==> src/rtl/uart_pkg.sv <==
// Shared types and constants for the UART transmit scheduler.
package uart_pkg;

  localparam int unsigned BYTE_W         = 8;
  localparam int unsigned GAP_CYCLES_DEF = 16;
  localparam int unsigned GRANT_W        = 3;
  localparam int unsigned GAP_W          = 8;

  typedef enum logic [1:0] {
    ST_IDLE = 2'd0,
    ST_SEND = 2'd1,
    ST_GAP  = 2'd2
  } state_e;

endpackage

==> src/rtl/rr_arbiter.sv <==
// Combinational round-robin arbiter: searches from last_i+1 upward (mod NREQ).
// With UART_SCHED_PRIORITY_EN defined, requester 0 pre-empts the rotation.
module rr_arbiter
  import uart_pkg::*;
#(
  parameter int unsigned NREQ = 4
) (
  input  logic [NREQ-1:0]    req_i,
  input  logic [GRANT_W-1:0] last_i,
  output logic [NREQ-1:0]    gnt_c_o,
  output logic [GRANT_W-1:0] idx_c_o,
  output logic               any_c_o
);

  // Pick the first active request after the previous winner
  always_comb begin
    logic [NREQ-1:0] req_sh;
    int unsigned     cand;
    req_sh  = '0;
    cand    = 0;
    gnt_c_o = '0;
    idx_c_o = '0;
    any_c_o = 1'b0;
`ifdef UART_SCHED_PRIORITY_EN
    if (req_i[0]) begin
      gnt_c_o = NREQ'(1);
      any_c_o = 1'b1;
    end else begin
`else
    begin
`endif
      for (int unsigned k = 1; k <= NREQ; k++) begin
        cand   = (32'(last_i) + k) % NREQ;
        req_sh = req_i >> cand;
        if (!any_c_o && req_sh[0]) begin
          any_c_o = 1'b1;
          gnt_c_o = NREQ'(1) << cand;
          idx_c_o = GRANT_W'(cand);
        end
      end
    end
  end

endmodule

==> src/rtl/uart_tx_scheduler.sv <==
// Shares one UART transmitter among NREQ byte requesters: IDLE accepts a
// byte from the round-robin winner, SEND presents it until the UART takes it,
// GAP enforces GAP_CYCLES idle cycles between frames.
// Optional build macro: UART_SCHED_PRIORITY_EN (requester 0 always wins).
module uart_tx_scheduler
  import uart_pkg::*;
#(
  parameter int unsigned NREQ       = 4,
  parameter int unsigned GAP_CYCLES = GAP_CYCLES_DEF
) (
  input  logic                   clk_i,
  input  logic                   reset_ni,
  input  logic [NREQ-1:0]        req_valid_i,
  input  logic [BYTE_W*NREQ-1:0] req_data_i,
  output logic [NREQ-1:0]        req_ready_c_o,
  output logic                   tx_valid_o,
  output logic [BYTE_W-1:0]      tx_data_o,
  input  logic                   tx_ready_i,
  output logic [GRANT_W-1:0]     grant_id_o,
  output logic                   busy_o
);

  localparam logic [GAP_W-1:0]   GAP_LAST = (GAP_CYCLES == 0) ? '0 : GAP_W'(GAP_CYCLES - 1);
  localparam logic [GRANT_W-1:0] LAST_RST = GRANT_W'(NREQ - 1);

  state_e                   state_q, state_d;
  logic [GAP_W-1:0]         gap_cnt_q, gap_cnt_d;
  logic [GRANT_W-1:0]       last_grant_q, last_grant_d;
  logic [GRANT_W-1:0]       grant_q, grant_d;
  logic [BYTE_W-1:0]        tx_data_q, tx_data_d;
  logic                     tx_valid_q, tx_valid_d;
  logic                     busy_q, busy_d;
  logic [NREQ-1:0]          arb_gnt;
  logic [GRANT_W-1:0]       arb_idx;
  logic                     arb_any;
  logic [BYTE_W*NREQ-1:0]   data_sh;

  rr_arbiter #(
    .NREQ (NREQ)
  ) u_arb (
    .req_i   (req_valid_i),
    .last_i  (last_grant_q),
    .gnt_c_o (arb_gnt),
    .idx_c_o (arb_idx),
    .any_c_o (arb_any)
  );

  // State register
  always_ff @(posedge clk_i or negedge reset_ni) begin
    if (!reset_ni) begin
      state_q <= ST_IDLE;
    end else begin
      state_q <= state_d;
    end
  end

  // Next-state logic
  always_comb begin
    state_d = state_q;
    case (state_q)
      ST_IDLE: if (arb_any) state_d = ST_SEND;
      ST_SEND: if (tx_ready_i) state_d = (GAP_CYCLES == 0) ? ST_IDLE : ST_GAP;
      ST_GAP:  if (gap_cnt_q == GAP_LAST) state_d = ST_IDLE;
      default: state_d = ST_IDLE;
    endcase
  end

  // Accept strobe and next values of the registered outputs/counters
  always_comb begin
    req_ready_c_o = '0;
    gap_cnt_d     = gap_cnt_q;
    last_grant_d  = last_grant_q;
    grant_d       = grant_q;
    tx_data_d     = tx_data_q;
    data_sh       = req_data_i >> (32'(arb_idx) * BYTE_W);
    case (state_q)
      ST_IDLE: begin
        if (arb_any) begin
          // Reset also masks the strobe since IDLE is the reset state
          req_ready_c_o = reset_ni ? arb_gnt : '0;
          tx_data_d     = data_sh[BYTE_W-1:0];
          grant_d       = arb_idx;
          last_grant_d  = arb_idx;
        end
      end
      ST_SEND: gap_cnt_d = '0;
      ST_GAP:  gap_cnt_d = gap_cnt_q + GAP_W'(1);
      default: gap_cnt_d = '0;
    endcase
    tx_valid_d = (state_d == ST_SEND);
    busy_d     = (state_d != ST_IDLE);
  end

  // Datapath and output registers
  always_ff @(posedge clk_i or negedge reset_ni) begin
    if (!reset_ni) begin
      gap_cnt_q    <= '0;
      last_grant_q <= LAST_RST;
      grant_q      <= '0;
      tx_data_q    <= '0;
      tx_valid_q   <= 1'b0;
      busy_q       <= 1'b0;
    end else begin
      gap_cnt_q    <= gap_cnt_d;
      last_grant_q <= last_grant_d;
      grant_q      <= grant_d;
      tx_data_q    <= tx_data_d;
      tx_valid_q   <= tx_valid_d;
      busy_q       <= busy_d;
    end
  end

  assign tx_valid_o = tx_valid_q;
  assign tx_data_o  = tx_data_q;
  assign grant_id_o = grant_q;
  assign busy_o     = busy_q;

endmodule
==> config.mk <==
export PLATFORM = sky130hd
export DESIGN_NAME = uart_tx_scheduler
export DESIGN_NICKNAME = d
export VERILOG_FILES = /design/src/rtl/uart_pkg.sv /design/src/rtl/rr_arbiter.sv /design/src/rtl/uart_tx_scheduler.sv
export SDC_FILE = /design/constraint.sdc
export NUM_CORES = 1
export LEC_CHECK = 0
export BUFFER_PORTS_ARGS = -buffer_cell sky130_fd_sc_hd__buf_2
export CAP_MARGIN = 20
export CORE_UTILIZATION = 37
export CTS_BUF_LIST = sky130_fd_sc_hd__clkbuf_4 sky130_fd_sc_hd__clkbuf_8
export CTS_CLUSTER_DIAMETER = 120
export DETAILED_ROUTE_END_ITERATION = 8
export GPL_TIMING_DRIVEN = 0
export PLACE_DENSITY = 0.59
export SYNTH_ARGS = -nofsm -noshare
export SYNTH_HDL_FRONTEND = slang
export SYNTH_HIERARCHICAL = 1
export SYNTH_SLANG_ARGS = --single-unit
==> constraint.sdc <==
create_clock -name clk_i -period 3.05 [get_ports clk_i]
set_input_delay 0.1525 -clock clk_i [delete_from_list [all_inputs] [get_ports clk_i]]
set_output_delay 0.1525 -clock clk_i [all_outputs]
set_load 0.01 [all_outputs]
==> results.yml, run 1 <==
power_and_ir_drop:
  clkPwrFrac: 0.079
  p_per_area_mw_per_mm2: 1080
  vdd.ir_drop.worst_mv: 0.525
  seq_power_share: 0.199
  p_total_mw: 2.63
  p_leak_nw: 1.14
  internal_power_mw: 1.52
  p_sw_frac: 0.423
  pwr-share-comb: 0.722
  p_switching_mw: 1.11
detailed_routing:
  ant_nets: 0
  via_per_inst: 5.25
  routedWlPerCell_um: 13.9
  wirelength_mm: 4.47
  dr.pass1.iters: 4
  drc: 0
  drtIter0Drc: 50
  dr_total_vias: 1691
yosys:
  synthTopCellsByCount: "nand2_1 (27), dfrtp_1 (23), mux4_2 (12), nor2_1 (10), o21ai_0 (10)"
  yosysWarnings: 6
  synth_edf_count: 0
  syn-num-nets: 234
  synth_area_leader_cell: "dfrtp_1"
  syn-cell-area_mm2: 0.00188
  netlist_instances: 186
  synthFlopType: "dfrtp_1"
  ys_seq_area_frac: 0.335
  synth.area.top_cells: "dfrtp_1 (31%), mux4_2 (14%), ha_1 (6.0%)"
  synth.distinct_cells: 42
  synth_area_per_cell_um2: 10.1
  async_flop_share: 1.00
  synth.ff_latch_count: 25
  post-synth-top-count-cell: "nand2_1"
  synth_top_area_frac: 0.307
worst_setup_path:
  crit_type: "reg -> reg"
  crit_required_ns: 3.22
  reg2reg_to: "tx_data_o[0]"
  rr_startpoint: "last_grant_q[0]"
  endpoint_kind: "flop"
  path_max_fanout: 7
  arrival_ns: 3.13
  cp-start-kind: "flop"
  ff2ff_setup_slack_ns: 0.09
  r2r_cells: 11
die:
  die_area_mm2: 0.00536
  core_area_mm2: 0.00479
  die_w_um: 73.2
  io_pins: 56
  rows: 25
  initial_core_util: 0.392
  die_y_um: 73.2
worst_hold_path:
  hold_class: "in -> reg"
  holdPathEnd: "state_q[1]"
  min_from: "tx_ready_i"
  hold_depth: 3
timing:
  layout_setup_ws_ns: 0.0861
  clock_skew_ns: 0.00538
  worst_slew_pin_slew_ns: 0.612
  fin_crit_ns: 2.96
  hold_viol: 0
  finalCritPeriodShare: 0.972
  drv_slew: 0
  maxSlewHeadroom: 0.592
  setup-violations-final: 0
  fmax_ghz: 0.337
  final.setup.tns_ns: 0
grt:
  globalRouteOverflowTotal: 0
  antenna_found_initial: 0
  grt_pass1_wl_mm: 7.62
  grt_max_degree: 30
  grt_usage: 0.184
  grt_pass1_vias: 1709
placed_design:
  place_inst: 308
  place.gp.congestion: 0.806
  pre_cts_ws_ns: -0.439
  port_buffers: 55
  dp_hpwl_mm: 3.19
layout:
  final_nets: 304
  utilization: 0.509
  area_growth_pct: 29.8
  antennaDiodeCount: 0
  n_fill_cell: 465
  seq_area_um2: 628
  drive_above_1_share: 0.412
  post_layout_nonfiller_instances: 322
  multi_input_area_mm2: 0.00118
clock_network:
  cts_sinks: 25
  cts.htree.levels: 1
  clk_latency_ns: 0.27
  numCtsBuffers: 3
  ctsLongestPathBuffers: 2
  cts_tree: "done"
  clk_pin_slew_ns: 0.09
  clockRootBuffer: "clkbuf_8"
run_status:
  status: "finished clean"
job:
  cap_violations: 0
[logic make-up (layout without fill, tap and decap cells)]
| group | Yosys count | after routing | synth area share |
|---|---|---|---|
| multiplexers | 19 | 19 | 0.182 |
| AO/OA/AOI/OAI | 43 | 43 | 0.157 |
| AND/OR/NAND/NOR | 68 | 68 | 0.191 |
| flip-flops | 25 | 25 | 0.335 |
| XOR/XNOR | 4 | 4 | 0.0187 |
| buffers and inverters | 17 | 86 | 0.0534 |
| other | 1 | 1 | 0.00200 |
| adder cells (fa/ha/maj) | 9 | 9 | 0.0600 |
[per-layer routing]
| layer | GRT usage | share of wire |
|---|---|---|
| met5 | 0 | 0 |
| met4 | 0.0436 | 0.0087 |
| met3 | 0.0304 | 0.029 |
| met2 | 0.316 | 0.51 |
| met1 | 0.242 | 0.45 |
[registers in the layout, indices dropped and copies added, names as in the netlist]
name / flops
state_q: 2
busy_o: 1
tx_valid_o: 1
tx_data_o: 8
last_grant_q: 3
gap_cnt_q: 8
grant_id_o: 2
[how the worst max path moves through the flow]
stage	startpoint	to	slack [ns]	depth (start not counted)
floorplan	last_grant_q[0]	tx_data_o[0]	0.03	11
global placement	last_grant_q[0]	req_ready_c_o[2]	-0.46	11
detailed placement	last_grant_q[0]	req_ready_c_o[2]	-0.44	11
CTS	last_grant_q[1]	tx_data_o[5]	0.003	11
global route	last_grant_q[0]	tx_data_o[3]	-0.004	11
finish	last_grant_q[0]	tx_data_o[0]	0.09	11
[power by group through the flow]
stage | registers, mW | logic (mW) | clock network, mW
6_report | 0.522 | 1.90 | 0.207
5_1_grt | 0.540 | 2.09 | 0.226
4_1_cts | 0.520 | 1.84 | 0.215
3_5_place_dp | 0.542 | 1.65 | 0
3_3_place_gp | 0.542 | 1.64 | 0
2_1_floorplan | 0.559 | 1.24 | 0
[critical path: stages, from the launching register on]
cell and delay, ns:
dfstp_2 0.55, buf_8 0.10, clkinvlp_4 0.07, ha_1 0.30, buf_6 0.14, mux4_2 0.35, buf_4 0.19, a211oi_1 0.29
a21oi_2 0.08, buf_4 0.19, mux4_2 0.41, a22o_1 0.20
[placed cells by master, fill, tap and decap left out, drive strengths merged, types with 8 or more instances in the layout]
| master | n |
|---|---|
| buf | 74 |
| dfrtp | 23 |
| mux4 | 12 |
| nand2 | 27 |
| nor2 | 11 |
| o22ai | 8 |
| a22o | 8 |
| ha | 9 |
| o21ai | 10 |
[cell type report]
type                    instances  area share
multi-input cells             144       0.486
flip-flops and latches         25       0.258
repair buffers                 65       0.145
plain buffers                  13      0.0493
well taps                      67      0.0344
clock buffers                   4      0.0200
inverters                       4     0.00771
[stage by stage]
stage          area (µm²)  hold WS, ns
6_report             2430        0.138
5_1_grt              2430        0.147
4_1_cts              2400        0.131
3_5_place_dp         2240        0.198
3_3_place_gp         2240        0.196
2_1_floorplan        1880       -0.143
[what timing repair did]
| action | CTS | global route |
|---|---|---|
| pin swaps | 2 | 1 |
| hold buffers | 1 | 0 |
| endpoints found under the setup margin | 17 | 12 |
| resized for setup | 13 | 8 |
| setup buffers | 7 | 1 |
| endpoints found under the hold margin | 23 | 0 |
| cloned | 1 | 0 |
Power figures use the tool's default switching activity.
==> inputs of run 2 (changes only) <==
--- a/config.mk
+++ b/config.mk
@@ -7,12 +7,12 @@
 export LEC_CHECK = 0
 export BUFFER_PORTS_ARGS = -buffer_cell sky130_fd_sc_hd__buf_2
 export CAP_MARGIN = 20
-export CORE_UTILIZATION = 37
+export CORE_UTILIZATION = 48
 export CTS_BUF_LIST = sky130_fd_sc_hd__clkbuf_4 sky130_fd_sc_hd__clkbuf_8
 export CTS_CLUSTER_DIAMETER = 120
 export DETAILED_ROUTE_END_ITERATION = 8
 export GPL_TIMING_DRIVEN = 0
-export PLACE_DENSITY = 0.59
+export PLACE_DENSITY = 0.74
 export SYNTH_ARGS = -nofsm -noshare
 export SYNTH_HDL_FRONTEND = slang
 export SYNTH_HIERARCHICAL = 1
==> run 2 against run 1 <==
  * Clock-buffer cell count unchanged
  * Final area decreased by 1.4%
  * Cell count decreased by 5.9%
==> results.yml, run 2 (synthesized netlist as in run 1, its figures left out) <==
run_status:
  status: "finished clean"
detailed_routing:
  wirelength_mm: 4.35
  drc: 0
  met3_length_um: 310
  drtIter0Drc: 75
  dr.pass1.iters: 4
  m1WireLength_mm: 1.99
  dr_total_vias: 1706
  wl_met2_mm: 1.98
  via_per_inst: 5.63
  top_layer: "met4"
  routedWlPerCell_um: 14.4
  ant_nets: 0
timing:
  fin_crit_ns: 2.92
  worst_slew_pin_slew_ns: 0.543
  fmax_ghz: 0.343
  drv_slew: 0
  maxSlewHeadroom: 0.627
  hold_viol: 0
  setup-violations-final: 0
  finalCritPeriodShare: 0.957
  clock_skew_ns: 0.00546
  rsz0062_at_grt: "no"
worst_setup_path:
  arrival_ns: 3.07
  crit_required_ns: 3.21
  crit_type: "reg -> reg"
  path_common_cell: "mux4_2"
  path_max_fanout: 5
  endpoint_kind: "flop"
  slowest_stage: "dfstp_2"
  cp-start-kind: "flop"
  cpPeakStageDelay_ns: 0.59
  worstPathCellList: "clkinvlp_4, ha_4, mux4_2, nor2b_1, o221ai_1, a21oi_2, buf_6, mux4_2, a22o_1"
  ff2ff_setup_slack_ns: 0.13
clock_network:
  cts.htree.levels: 1
  cts_sinks: 25
  ctsLongestPathBuffers: 2
  clockRootBuffer: "clkbuf_8"
  clk_latency_ns: 0.27
  clk_pin_slew_ns: 0.08
  numCtsBuffers: 3
  cts_tree: "done"
die:
  die_w_um: 64.5
  rows: 22
  core_area_mm2: 0.00372
  initial_core_util: 0.505
  die_y_um: 64.5
  io_pins: 56
  die_area_mm2: 0.00416
placed_design:
  place_inst: 289
  place_area_mm2: 0.00222
  place.gp.congestion: 0.820
  dp_hpwl_mm: 3.02
  port_buffers: 55
grt:
  grt_usage: 0.220
  antenna_found_initial: 0
  grt_pass1_vias: 1476
  grt_max_degree: 30
  globalRouteOverflowTotal: 0
  grt_pass1_wl_mm: 7.06
power_and_ir_drop:
  p_per_area_mw_per_mm2: 1110
  p_total_mw: 2.66
  p_leak_nw: 1.13
  vdd.ir_drop.worst_mv: 0.470
job:
  cap_violations: 0
layout:
  post_layout_nonfiller_instances: 303
  n_fill_cell: 312
  layout_common_cells: "buf_2 (56), nand2_1 (27), dfrtp_1 (23)"
  antennaDiodeCount: 0
  final_nets: 304
  drive_above_1_share: 0.408
  final_common_cell: "buf_2"
  area_growth_pct: 28.0
  final_cell_area_mm2: 0.00240
worst_hold_path:
  hold_class: "in -> reg"
[run 2: final timing paths]
kind | start | to | cells after the start
max reg2reg | last_grant_q[0] | tx_data_o[0] | 9
min in group asynchronous | reset_ni | gap_cnt_q[5] | 2
max | last_grant_q[0] | tx_data_o[0] | 9
min reg2reg | grant_id_o[0] | grant_id_o[0] | 2
max in group asynchronous | reset_ni | tx_data_o[7] | 2
min | tx_ready_i | state_q[1] | 3
[run 2: timing repair]
item | CTS | global route
endpoints found under the hold margin | 23 | 0
endpoints found under the setup margin | 17 | 12
pin swaps | 3 | 8
gates resized for setup | 16 | 3
gates cloned | 1 | 0
hold buffers | 1 | 0
buffers inserted | 8 | 2
[run 2: layer usage]
layer / vias to the layer above / GRT usage
li1: 828 / -
met1: 801 / 0.304
met2: 70 / 0.354
met3: 7 / 0.0282
met4: 0 / 0.0750
met5: - / 0
[run 2: area by class of cell]
| class | count | area [µm²] | area share |
|---|---|---|---|
| clock buffers | 4 | 48.8 | 0.0203 |
| flip-flops and latches | 25 | 628 | 0.262 |
| repair buffers | 67 | 372 | 0.155 |
| plain buffers | 11 | 93.8 | 0.0391 |
| inverters | 4 | 18.8 | 0.00782 |
| multi-input cells | 144 | 1180 | 0.491 |
| well taps | 48 | 60.1 | 0.0250 |
[run 2: per-stage QoR]
step / utilization / setup TNS (ns) / setup slack (ns) / hold WS (ns)
global placement: 0.596 / -4.35 / -0.365 / 0.185
CTS: 0.646 / 0 / 0.000379 / 0.134
floorplan: - / 0 / 0.0320 / -0.143
global route: 0.646 / 0 / 0.00515 / 0.140
finish: 0.646 / 0 / 0.132 / 0.143
detailed placement: 0.596 / -4.68 / -0.386 / 0.188
[run 2: critical path, delay by kind of cell, from the launching register on]
family          cells  cell delay (ns)
flops               1             0.59
fa+ha+maj           1             0.30
simple gates        1             0.17
buf+inv             2             0.29
mux                 2             0.87
compound gates      3             0.59
[run 2: where the power goes]
| group | switching [mW] | internal [mW] | leakage (nW) |
|---|---|---|---|
| registers | 0.0729 | 0.453 | 0.319 |
| logic | 0.953 | 0.976 | 0.789 |
| clock network | 0.0996 | 0.102 | 0.0262 |
| total | 1.13 | 1.53 | 1.13 |
==> inputs of run 3 (changes only) <==
--- a/config.mk
+++ b/config.mk
@@ -7,6 +7,7 @@
 export LEC_CHECK = 0
 export BUFFER_PORTS_ARGS = -buffer_cell sky130_fd_sc_hd__buf_2
 export CAP_MARGIN = 20
+export CORE_MARGIN = 4
 export CORE_UTILIZATION = 48
 export CTS_BUF_LIST = sky130_fd_sc_hd__clkbuf_4 sky130_fd_sc_hd__clkbuf_8
 export CTS_CLUSTER_DIAMETER = 120
==> run 3 against run 2 <==
  * Critical path depth is 1 higher
  * Sequential power is 1% lower
  * Maximum frequency is 0.11% higher
  * Setup slack better by 0.0032 ns
==> results.yml, run 3 (synthesized netlist as in run 1, its figures left out) <==
run_status:
  status: "finished clean"
grt:
  grt_max_degree: 30
  globalRouteOverflowTotal: 0
  antenna_found_initial: 0
  grt_pass1_vias: 1636
  grt_pass1_wl_mm: 7.67
  grt_usage: 0.188
die:
  initial_core_util: 0.505
  io_pins: 56
  die_y_um: 70.5
  core_area_mm2: 0.00372
  die_w_um: 70.5
  die_area_mm2: 0.00497
  rows: 22
placed_design:
  port_buffers: 55
  dp_hpwl_mm: 3.32
  place.gp.congestion: 0.813
  place_inst: 289
  pre_cts_ws_ns: -0.349
detailed_routing:
  routedWlPerCell_um: 15.2
  dr_total_vias: 1685
  ant_nets: 0
  drtIter0Drc: 81
  wirelength_mm: 4.59
  dr.pass1.iters: 4
  via_per_inst: 5.58
  drc: 0
worst_setup_path:
  endpoint_kind: "flop"
  cp-start-kind: "flop"
  crit_required_ns: 3.19
  cpPeakStageDelay_ns: 0.56
  path_max_fanout: 5
  slowest_stage: "dfstp_2"
  arrival_ns: 3.06
  crit_type: "reg -> reg"
  worstPathCellList: "buf_8, clkinvlp_4, ha_4, mux4_2, nor2b_2, o221ai_2, a21oi_2, buf_6, mux4_2, a22o_1"
  path_common_cell: "mux4_2"
power_and_ir_drop:
  p_per_area_mw_per_mm2: 1100
  p_leak_nw: 1.14
  vdd.ir_drop.worst_mv: 0.564
  p_total_mw: 2.64
timing:
  worst_slew_pin_slew_ns: 0.604
  fin_crit_ns: 2.91
  drv_slew: 0
  fmax_ghz: 0.343
  finalCritPeriodShare: 0.956
  hold_viol: 0
  final.setup.tns_ns: 0
  rsz0062_at_grt: "no"
  setup-violations-final: 0
  clock_skew_ns: 0.00856
  maxSlewHeadroom: 0.597
  layout_setup_ws_ns: 0.136
layout:
  post_layout_nonfiller_instances: 302
  drive_above_1_share: 0.417
  layout_common_cells: "buf_2 (57), nand2_1 (27), dfrtp_1 (23)"
  final_common_cell: "buf_2"
  final_nets: 303
  utilization: 0.647
  antennaDiodeCount: 0
  area_growth_pct: 28.3
clock_network:
  cts_tree: "done"
  numCtsBuffers: 3
  clockRootBuffer: "clkbuf_8"
  clk_pin_slew_ns: 0.09
  ctsLongestPathBuffers: 2
  cts.htree.levels: 1
  cts_sinks: 25
  clk_latency_ns: 0.26
worst_hold_path:
  hold_class: "in -> reg"
job:
  cap_violations: 0
[run 3: layer usage]
layer / global-route usage / up-vias / routed length [µm]
li1: - / 822 / -
met1: 0.253 / 786 / 2010
met2: 0.307 / 73 / 2160
met3: 0.0388 / 4 / 376
met4: 0.0511 / 0 / 36
met5: 0 / - / 0
[run 3: area by class of cell]
class | count | area (µm²)
multi-input combinational | 144 | 1190
sequential | 25 | 628
fill | 309 | 1310
timing repair buffer | 65 | 357
inverter | 4 | 18.8
clock buffer | 3 | 41.3
clock inverter | 1 | 5.00
tap | 48 | 60.1
buffer | 12 | 108
[run 3: power by group]
group | switching (mW) | internal [mW] | total [mW]
sequential | 0.0680 | 0.452 | 0.520
clock | 0.0990 | 0.0911 | 0.190
combinational | 0.954 | 0.974 | 1.93
[run 3: metrics by stage]
| stage | hold slack, ns | instance area [µm²] |
|---|---|---|
| final | 0.152 | 2410 |
| after global routing | 0.142 | 2410 |
| after CTS | 0.142 | 2380 |
| after detailed placement | 0.186 | 2220 |
| after global placement | 0.190 | 2220 |
| after floorplan | -0.143 | 1880 |
[run 3: final timing paths]
path	from	to	slack [ns]	depth (start not counted)
setup / recovery	last_grant_q[0]	tx_data_o[7]	0.14	10
min in group asynchronous	reset_ni	busy_o	0.43	2
hold / removal	tx_ready_i	state_q[1]	0.15	3
setup reg to reg	last_grant_q[0]	tx_data_o[7]	0.14	10
hold reg to reg	grant_id_o[0]	grant_id_o[0]	0.47	2
max in group asynchronous	reset_ni	tx_data_o[3]	2.22	2
[run 3: critical path, delay by kind of cell (launching register included)]
family                   cells  cell delay (ns)
multiplexers                 2             0.88
flip-flops                   1             0.56
AO/OA/AOI/OAI                3             0.54
buffers and inverters        3             0.38
adder cells (fa/ha/maj)      1             0.31
AND/OR/NAND/NOR              1             0.15
[run 3: timing repair]
action / 4_1_cts / 5_1_grt
resized for setup: 16 / 5
gates cloned: 1 / 0
hold buffers: 1 / 0
setup buffers: 6 / 2
endpoints found under the setup margin: 17 / 12
pin swaps: 2 / 3
hold endpoints to repair: 23 / 0
